**config.mk**
```make
export PLATFORM = sky130hd
export DESIGN_NAME = trap_ctrl
export DESIGN_NICKNAME = d
export VERILOG_FILES = /design/src/rtl/trap_ctrl_pkg.sv /design/src/rtl/trap_ctrl.sv
export SDC_FILE = /design/constraint.sdc
export NUM_CORES = 1
export LEC_CHECK = 0
export BUFFER_PORTS_ARGS = -buffer_cell sky130_fd_sc_hd__buf_2
export CORE_MARGIN = 5
export CORE_UTILIZATION = 45
export DETAILED_ROUTE_END_ITERATION = 6
export GPL_TIMING_DRIVEN = 0
export PLACE_DENSITY = 0.83
export SYNTH_ARGS = -nofsm -noshare
export SYNTH_HDL_FRONTEND = slang
export SYNTH_SLANG_ARGS = --single-unit
```
**constraint.sdc**
```tcl
create_clock -name clk -period 5.3 [get_ports clk]
set_clock_uncertainty 0.15 [all_clocks]
set_input_delay 1.06 -clock clk [delete_from_list [all_inputs] [get_ports clk]]
set_output_delay 1.06 -clock clk [all_outputs]
set_load 0.005 [all_outputs]
```
**src/rtl/trap_ctrl_pkg.sv**
```systemverilog
// rtl/trap_ctrl_pkg.sv - state encodings, cause codes and mtvec mask for trap_ctrl
package trap_ctrl_pkg;

    typedef enum logic [1:0] {
        TRAP_ST_IDLE  = 2'd0,
        TRAP_ST_FLUSH = 2'd1,
        TRAP_ST_REDIR = 2'd2
    } trap_state_t;

    localparam logic [31:0] CAUSE_ECALL_M    = 32'd11;
    localparam logic [31:0] CAUSE_BREAKPOINT = 32'd3;
    localparam logic [31:0] MTVEC_BASE_MASK  = 32'hFFFF_FFFC;

endpackage

```
**src/rtl/trap_ctrl.sv**
```systemverilog
// rtl/trap_ctrl.sv - trap/mret flush and fetch redirect sequencer with csr trap write strobes
module trap_ctrl
    import trap_ctrl_pkg::*;
#(
    parameter int unsigned FLUSH_CYCLES = 2,
    parameter logic [31:0] ECALL_CAUSE  = CAUSE_ECALL_M,
    parameter logic [31:0] EBRK_CAUSE   = CAUSE_BREAKPOINT
) (
    input  logic        clk,
    input  logic        rstn,
    input  logic        exe_valid,
    input  logic [31:0] exe_pc,
    input  logic [31:0] exe_inst,
    input  logic        is_trap,
    input  logic        is_mret,
    input  logic        is_ebreak,
    input  logic [31:0] csr_mtvec,
    input  logic [31:0] csr_mepc,
    input  logic        ifu_ready,
    output logic        flush_if,
    output logic        flush_id,
    output logic        flush_exe,
    output logic        exe_stall,
    output logic        redirect_valid,
    output logic [31:0] redirect_pc,
    output logic        trap_we,
    output logic [31:0] trap_mepc,
    output logic [31:0] trap_mcause,
    output logic [31:0] trap_mtval
);

    localparam int unsigned   CW     = $clog2(FLUSH_CYCLES + 1);
    localparam logic [CW-1:0] C_LAST = CW'(FLUSH_CYCLES - 1);

    trap_state_t   r_state;
    trap_state_t   w_next_state;
    logic [CW-1:0] r_count;
    logic [31:0]   r_target;
    logic          r_trap_we;
    logic [31:0]   r_mepc;
    logic [31:0]   r_mcause;
    logic [31:0]   r_mtval;

    logic w_trigger;
    logic w_accept;
    logic w_trap_kind;

    assign w_trigger   = exe_valid & (is_trap | is_mret);
    assign w_accept    = (r_state == TRAP_ST_IDLE) & w_trigger;
    // mret outranks a simultaneous trap, mirroring csr priority
    assign w_trap_kind = is_trap & ~is_mret;

    always_ff @(posedge clk or negedge rstn) begin
        if (!rstn) begin
            r_state <= TRAP_ST_IDLE;
        end else begin
            r_state <= w_next_state;
        end
    end

    always_comb begin
        w_next_state = r_state;
        case (r_state)
            TRAP_ST_IDLE:  if (w_trigger)         w_next_state = TRAP_ST_FLUSH;
            TRAP_ST_FLUSH: if (r_count == C_LAST) w_next_state = TRAP_ST_REDIR;
            TRAP_ST_REDIR: if (ifu_ready)         w_next_state = TRAP_ST_IDLE;
            default:                              w_next_state = TRAP_ST_IDLE;
        endcase
    end

    always_comb begin
        flush_if       = 1'b0;
        flush_id       = 1'b0;
        flush_exe      = 1'b0;
        exe_stall      = 1'b0;
        redirect_valid = 1'b0;
        case (r_state)
            TRAP_ST_FLUSH: begin
                flush_if  = 1'b1;
                flush_id  = 1'b1;
                flush_exe = 1'b1;
                exe_stall = 1'b1;
            end
            TRAP_ST_REDIR: begin
                // keep IF empty until fetch actually takes the new PC
                flush_if       = ~ifu_ready;
                exe_stall      = 1'b1;
                redirect_valid = 1'b1;
            end
            default: ;
        endcase
    end

    always_ff @(posedge clk or negedge rstn) begin
        if (!rstn) begin
            r_count   <= '0;
            r_target  <= '0;
            r_trap_we <= 1'b0;
            r_mepc    <= '0;
            r_mcause  <= '0;
            r_mtval   <= '0;
        end else begin
            r_trap_we <= w_accept & w_trap_kind;
            if (w_accept) begin
                r_count  <= '0;
                r_target <= is_mret ? csr_mepc : (csr_mtvec & MTVEC_BASE_MASK);
                if (w_trap_kind) begin
                    r_mepc   <= exe_pc;
                    r_mcause <= is_ebreak ? EBRK_CAUSE : ECALL_CAUSE;
                    r_mtval  <= exe_inst;
                end
            end else if (r_state == TRAP_ST_FLUSH) begin
                r_count <= r_count + 1'b1;
            end
        end
    end

    assign redirect_pc = r_target;
    assign trap_we     = r_trap_we;
    assign trap_mepc   = r_mepc;
    assign trap_mcause = r_mcause;
    assign trap_mtval  = r_mtval;

endmodule
```
==> results.md, run 1 <==
- The iteration-0 DRC count of the detailed router is about 110.
- IR analysis of the VDD net gives a maximum drop of 0.000226 V.
- Dividing the detail-routed via count by the number of cells gives around 4.6.
- The number of buffers created by CTS is 9.
- Prior to clock tree synthesis, the placed netlist has a worst setup slack of 2.41 ns.
- The clock net in this run drives a total of slightly above 100 sinks.
- 0 antenna diodes ended up in the layout.
- The measured slew at the worst slew-check pin is 0.671 ns.
- The iteration count of the initial detailed-routing pass is 4.
- Based on the critical path, the design can be clocked at up to about 350 MHz.
- Of all nets on the critical path, the largest fanout is 3.
- The worst setup path is captured at an output port.
- The net count of the finished layout is 754.
- The critical path is of the primary input to output port type.
- The share of post-route cells with drive strength above 1 is ~58%.
- The number of hold-repair buffers added at the cts stage is 0.
- The area growth from synthesis to layout is 37.2%.
- The maximum number of pins on one net before global-route repair is 53.
- Once the floorplan was initialized, standard cells occupied around 46% of the core.
- The power per cell area is 480 nW/um^2.
- After layout, the minimum clock period comes to roughly 2.9 ns.
- The static leakage is 3.42 nW.
- The initial antenna violation count is 0.
- In this run, post-CTS repair resized a total of 0 instances.
- The count of distinct cell types in the synthesized netlist is 25.
- The later pin in the worst-skew pair is clocked with a latency of between 0.3 and 0.4 ns.
- between 200 and 300 I/O pins were placed.
- The number of H-tree branching levels is 3.
- The initialized floorplan defines 36 standard-cell rows.
- The register area share after synthesis is between 50 and 60%.
- Port buffering added roughly 240 buffers.
- The via count of the first global-routing pass is 3625.
- Headroom to the max-slew limit came out at 55.2%.
- Once detailed placement completed, the half-perimeter wirelength came to 9480 microns.
- Counting along the longest clock path gives a buffer depth of 2.
- Routability-driven placement finished with a final weighted congestion of roughly 0.76.
- After detailed routing, the number of remaining DRC violations is 0.
- The number of flip-flops and latches in the synthesized netlist is between 100 and 150.
- The post-CTS repair timing setup buffer count is 0.
- The floorplan step defined a die boundary enclosing 12100 sq um.
- The final design utilization is between 60 and 70%.
- In this run the horizontal extent of the chip is 110 microns.
- The nature of the critical path startpoint is a primary input.
- The total number of vias is approximately 3500.
- The number of cells produced by synthesis is approximately 340.
- The average instance in the mapped netlist occupies 13.2 sq um.
- Setup slack closes at 2.41 ns.
- The remaining antenna violation count after routing is 0.
- The total of endpoints with negative setup slack in the final report is 0.
- Max-cap violations in this run came to 0.
- After global routing the overflow that remains totals 0.
- The wire length reported by the detailed router is between 10000 and 15000 microns.
- TritonCTS built the clock tree.
- Setup repair after global routing left no endpoint under its margin.
- The placeable core area is about 9700 sq um.
- The cell area after technology mapping is approximately 4500 sq um.
- The arrival time at the worst endpoint is roughly 1.7 ns.
- The run finished with clean final reports.
- The height of the chip is about 110 microns.
- The count of endpoints failing hold in the final timing report is 0.
- The critical path data required time is around 4 ns.
- The CTS root buffer is clkbuf_8.
- The global-route wire length before repair is around 17000 microns.
- Clock-pin slew was measured on the worst setup and hold paths at around 0.090 ns.
- The Yosys step of the flow raised 0 warnings.
- In the final timing run, aggregate negative setup slack is 0 ns.
- The total count of max-transition violations in the final report is 0.
- The tightest min-delay check is of the register to register type.
- Global routing used 18.7% of the available tracks across all layers.
- Dividing the detail-routed wire length by the instance count gives roughly 15 microns.
- The part of the cycle the worst path needs is a little over half.
final cells by class:
type / instances / area [sq um]
Fill cell: 778 / 3580
Sequential cell: 103 / 2580
Multi-Input combinational cell: 211 / 1650
Timing Repair Buffer: 237 / 1210
Buffer: 49 / 343
Tap cell: 133 / 166
Clock buffer: 10 / 138
Clock inverter: 4 / 47.5
Inverter: 4 / 15.0
per-layer routing:
layer  routed length (microns)  vias to the layer above  track usage (%)
met1                      4280                     1607             21.5
met5                         0                        -                0
met2                      5850                      182             32.8
met4                       252                        0             7.84
li1                          -                     1645                -
met3                      1140                       18             4.87
path summary, 6_finish.rpt:
kind / from / to / slack [ns] / cells past startpoint
max reg2reg: r_state[0] / trap_mepc[18] / 3.40 / 6
min reg2reg: redirect_pc[19] / redirect_pc[19] / 0.33 / 2
max: ifu_ready / flush_if / 2.41 / 5
max in group asynchronous: rstn / redirect_pc[15] / 3.74 / 2
min in group asynchronous: rstn / trap_mepc[17] / 0.58 / 1
min: redirect_pc[19] / redirect_pc[19] / 0.33 / 2
power by group:
group          internal (W)  switching, W  leakage (nW)
sequential          0.00116      0.000192          1.25
combinational      0.000634      0.000493          2.07
clock              0.000225      0.000245        0.0940
stage by stage:
step                instances  cell area [sq um]  hold WS, ns  power (W)
floorplan                 367               4590        0.321    0.00190
global placement          736               5930        0.309    0.00244
detailed placement        737               5960        0.315    0.00252
CTS                       751               6150        0.336    0.00300
global route              751               6150        0.354    0.00318
finish                    751               6150        0.334    0.00295
layout by cell type (no fill, tap or decap), drive strengths merged:
cell      count
mux2         64
buf         283
dfrtp       103
ha            4
mux2i        30
conb         29
xor2          1
o32ai         1
o211a         1
nor2b         3
inv           4
clkinvlp      1
a2bb2oi       1
clkinv        2
o21ai        34
clkbuf       13
nand4b        1
bufinv        1
nand2b        1
nor2          1
o211ai        1
and2          1
nand2        37
a211oi        1
flip-flops by register name, summed over array words and instances (netlist names):
| signal | flops |
|---|---|
| redirect_pc | 32 |
| trap_mepc | 32 |
| trap_mtval | 32 |
| r_count | 2 |
| r_state | 2 |
| trap_mcause | 2 |
| trap_we | 1 |
critical path, cell delays in order:
cell and delay [ns]:
buf_2 0.10, nor2b_1 0.19, nor2_1 0.09, nor2b_1 0.11, buf_2 0.13
synthesized netlist by cell type:
cell type	count	area [sq um]
dfrtp_1	103	2580
mux2_2	48	541
nand2_1	37	139
o21ai_0	34	170
buf_4	33	248
mux2i_1	30	300
mux2_4	14	210
buf_2	10	50.1
ha_1	4	50.1
inv_1	4	15.0
buf_6	3	33.8
clkbuf_1	3	11.3
nor2b_1	3	18.8
mux2_1	2	22.5
a211oi_1	1	7.51
a2bb2oi_1	1	8.76
and2_1	1	6.26
conb_1	1	3.75
nand2b_1	1	6.26
nand4b_4	1	23.8
nor2_1	1	3.75
o211a_1	1	10.0
o211ai_1	1	7.51
o32ai_1	1	8.76
xor2_1	1	8.76
cells by family (layout without fill, tap and decap cells):
| logic type | after synthesis | after routing | share of synthesized area, % |
|---|---|---|---|
| flops | 103 | 103 | 57.5 |
| mux | 94 | 94 | 24.0 |
| buf+inv | 53 | 304 | 7.98 |
| simple gates | 44 | 44 | 4.41 |
| compound gates | 39 | 39 | 4.75 |
| fa+ha+maj | 4 | 4 | 1.12 |
| other cells | 1 | 29 | 0.0837 |
| xor+xnor | 1 | 1 | 0.195 |
(Power assumes the default switching activity.)
==> inputs of run 2 (changes only) <==
- CORE_UTILIZATION: 45 -> 39
- PLACE_DENSITY: 0.83 -> 0.76
- clock period: 5.3 -> 2.5 ns (I/O delays scaled with it)
==> results.md, run 2 (same netlist as run 1, synthesis figures left out) <==
- The reported net switching power is approximately 0.0020 W.
- The worst pin sits at a relative slew slack of approximately 60%.
- The arrival time at the worst endpoint is between 1.5 and 2 ns.
- The count of endpoints failing hold in the final timing report was 0.
- The delay of the slowest cell on the worst path is 0.38 ns.
- The overall power is 0.00671 W.
- The critical path crosses 6 cells after its start point.
- At the end of routability-driven placement, the weighted congestion stood at roughly 0.75.
- The share of post-route cells with drive strength above 1 is between 50% and 60%.
- The share of total power consumed by net switching is between 30% and 40%.
- The layer with the highest usage after global routing is met2.
- The total internal power is 0.00468 W.
- The via count of the first global-routing pass is around 3500.
- The max-capacitance violation count is 0.
- In the routed layout, each cell is associated on average with a via count of around 4.5.
- The area enclosed by the die boundary is roughly 14000 sq um.
- After clock tree synthesis, the setup repair step added 0 buffers.
- The number of resized instances in the post-cts repair step is 0.
- The final design utilization is about 56%.
- Setup repair after global routing left no endpoint under its margin.
- The worst path needs roughly 2.2 ns of the cycle, external delays included.
- Compared with the post-synthesis result, the final layout area differs by 40.5%.
- The iteration count of the initial detailed-routing pass is 4.
- In this run, flip-flops and latches consume a little over two fifths of the power.
- The cell sitting at the root of the clock tree is a clkbuf_16.
- After detailed routing, the average wire length per cell comes to between 15 and 20 microns.
- The library cell used most frequently in the layout, excluding fill and tap cells, is buf_2.
- STA classifies the critical path endpoint as an output port.
- In the layout the commonest cells are 245 x buf_2, 103 x dfrtp_1, 48 x mux2_2, 37 x nand2_1.
- In this design, the largest share of critical-path delay is due to simple AND/OR/NAND/NOR gates.
- The tightest min-delay check is of the primary input to asynchronous set/reset pin type.
- The global routing usage summed across all routing layers is 16.1%.
- The measured slew at the worst slew-check pin is approximately 0.60 ns.
- The global-route congestion overflow total is 0.
- The quantity of I/O buffers inserted on ports is 236.
- Dividing the final minimum period by the clock period gives just under 90%.
- The number of H-tree branching levels is 3.
- The total count of max-transition violations in the final report is 0.
- The fraction of power consumed by the clock network is ~22%.
- The critical path data required time is between 1.5 and 2 ns.
- The cell that appears most often on the critical path is nor2b_1.
- Clock tree synthesis found a total of around 100 sinks.
- After clock tree synthesis, the clock-pin slew on the worst setup and hold paths is ~0.060 ns.
- The power per cell area is 1070 nW/um^2.
- Together, buffers and inverters on the worst path number 2.
- VDD sags by at most between 0.0006 and 0.0007 V.
- STA classifies the critical path startpoint as a register.
- The met3 usage is under 10%.
- The global-route track usage on met1 is 17.8%.
- The slowest cell on the critical path is dfrtp_1.
- Clock latency on the worst-skew pair, taken at its later pin, is between 0.3 and 0.4 ns.
- The iteration-0 DRC count of the detailed router is 134.
- The wire length reported by the detailed router is around 12000 microns.
- The horizontal extent of the die is roughly 120 microns.
- For this design the static power due to leakage is about 3.5 nW.
- TritonCTS built the clock tree.
- The half-perimeter wire length after detailed placement is roughly 9300 microns.
- The fraction of power consumed by combinational cells is 35.6%.
- The critical path is of the register to output port type.
- In the routed design, unresolved DRC markers number 0.
- The signal on the critical path passes through inv_1, ha_1, nor2b_1, nor2_1, nor2b_1, buf_2.
- The maximum number of pins on one net before global-route repair is 60.
- The die is 117 microns tall.
- The detail route stage leaves a number of antenna-violating nets equal to 0.
- The count of standard-cell rows is 39.
- Global routing used ~28% of the available met2 tracks.
- Setup violations remaining at the end of the flow were counted as 0.
- The initial antenna violation count is 1.
- Derived from the worst setup path, the maximum achievable clock frequency is roughly 450 MHz.
- Along the worst path, the maximum fanout reaches 3.
- The total area inside the core boundary comes to roughly 11000 sq um.
- The number of cell instances on the worst register-to-register path is 6.
- The buffer levels on the longest clock path is 2.
- The count of pins on the block boundary is between 200 and 300.
- The global-route wire length before repair is between 15000 and 20000 microns.
- The run finished with clean final reports.
- The initial utilization of the core area, before any placement, comes to 39.6%.
- The final route contains roughly 3400 vias.
- The number of hold-repair buffers added at the cts stage is 0.
- The net count of the finished layout is between 700 and 800.
- The number of buffers created by CTS is 9.
run 2: changes by cell type in the layout (fill, tap and decap cells not counted), sizes merged:
cell and delta:
clkinv +1, clkbuf +2, diode +1, clkinvlp -1
run 2: stage by stage:
stage	instances	hold WS, ns	setup TNS, ns	worst slack (ns)	instance area (sq um)
final	764	0.0131	0	0.291	6300
after global routing	764	0.0522	0	0.157	6300
after CTS	763	0.0230	0	0.271	6300
after detailed placement	747	0.317	0	0.598	5980
after global placement	746	0.309	-25.63	-0.255	5950
after floorplan	367	0.0544	0	0.808	4590
run 2: power by group through the flow:
stage | clock (W) | combinational, W | sequential [W]
finish | 0.00145 | 0.00239 | 0.00287
global route | 0.00157 | 0.00267 | 0.00297
CTS | 0.00150 | 0.00245 | 0.00288
detailed placement | 0 | 0.00244 | 0.00289
global placement | 0 | 0.00235 | 0.00285
floorplan | 0 | 0.00109 | 0.00295
run 2: cell type report:
class	count	area, sq um
fill	945	5020
sequential	103	2580
multi-input combinational	211	1650
timing repair buffer	237	1210
buffer	49	343
clock buffer	12	267
tap	143	179
clock inverter	4	52.6
inverter	4	15.0
antenna	1	2.50
run 2: metal layers:
metal  vias to the layer above  share of wire, %
met5                         -                 0
met2                       170                50
li1                       1647                 -
met1                      1603                37
met4                         0               2.4
met3                        18                11
run 2: final timing paths:
check	startpoint	end	slack (ns)
setup / recovery	r_state[0]	flush_if	0.29
hold / removal	rstn	trap_mepc[16]	0.01
setup reg to reg	r_state[0]	trap_mepc[24]	0.62
hold reg to reg	redirect_pc[24]	redirect_pc[24]	0.33
max in group asynchronous	rstn	r_state[0]	1.51
min in group clk	is_ebreak	trap_mcause[3]	0.22
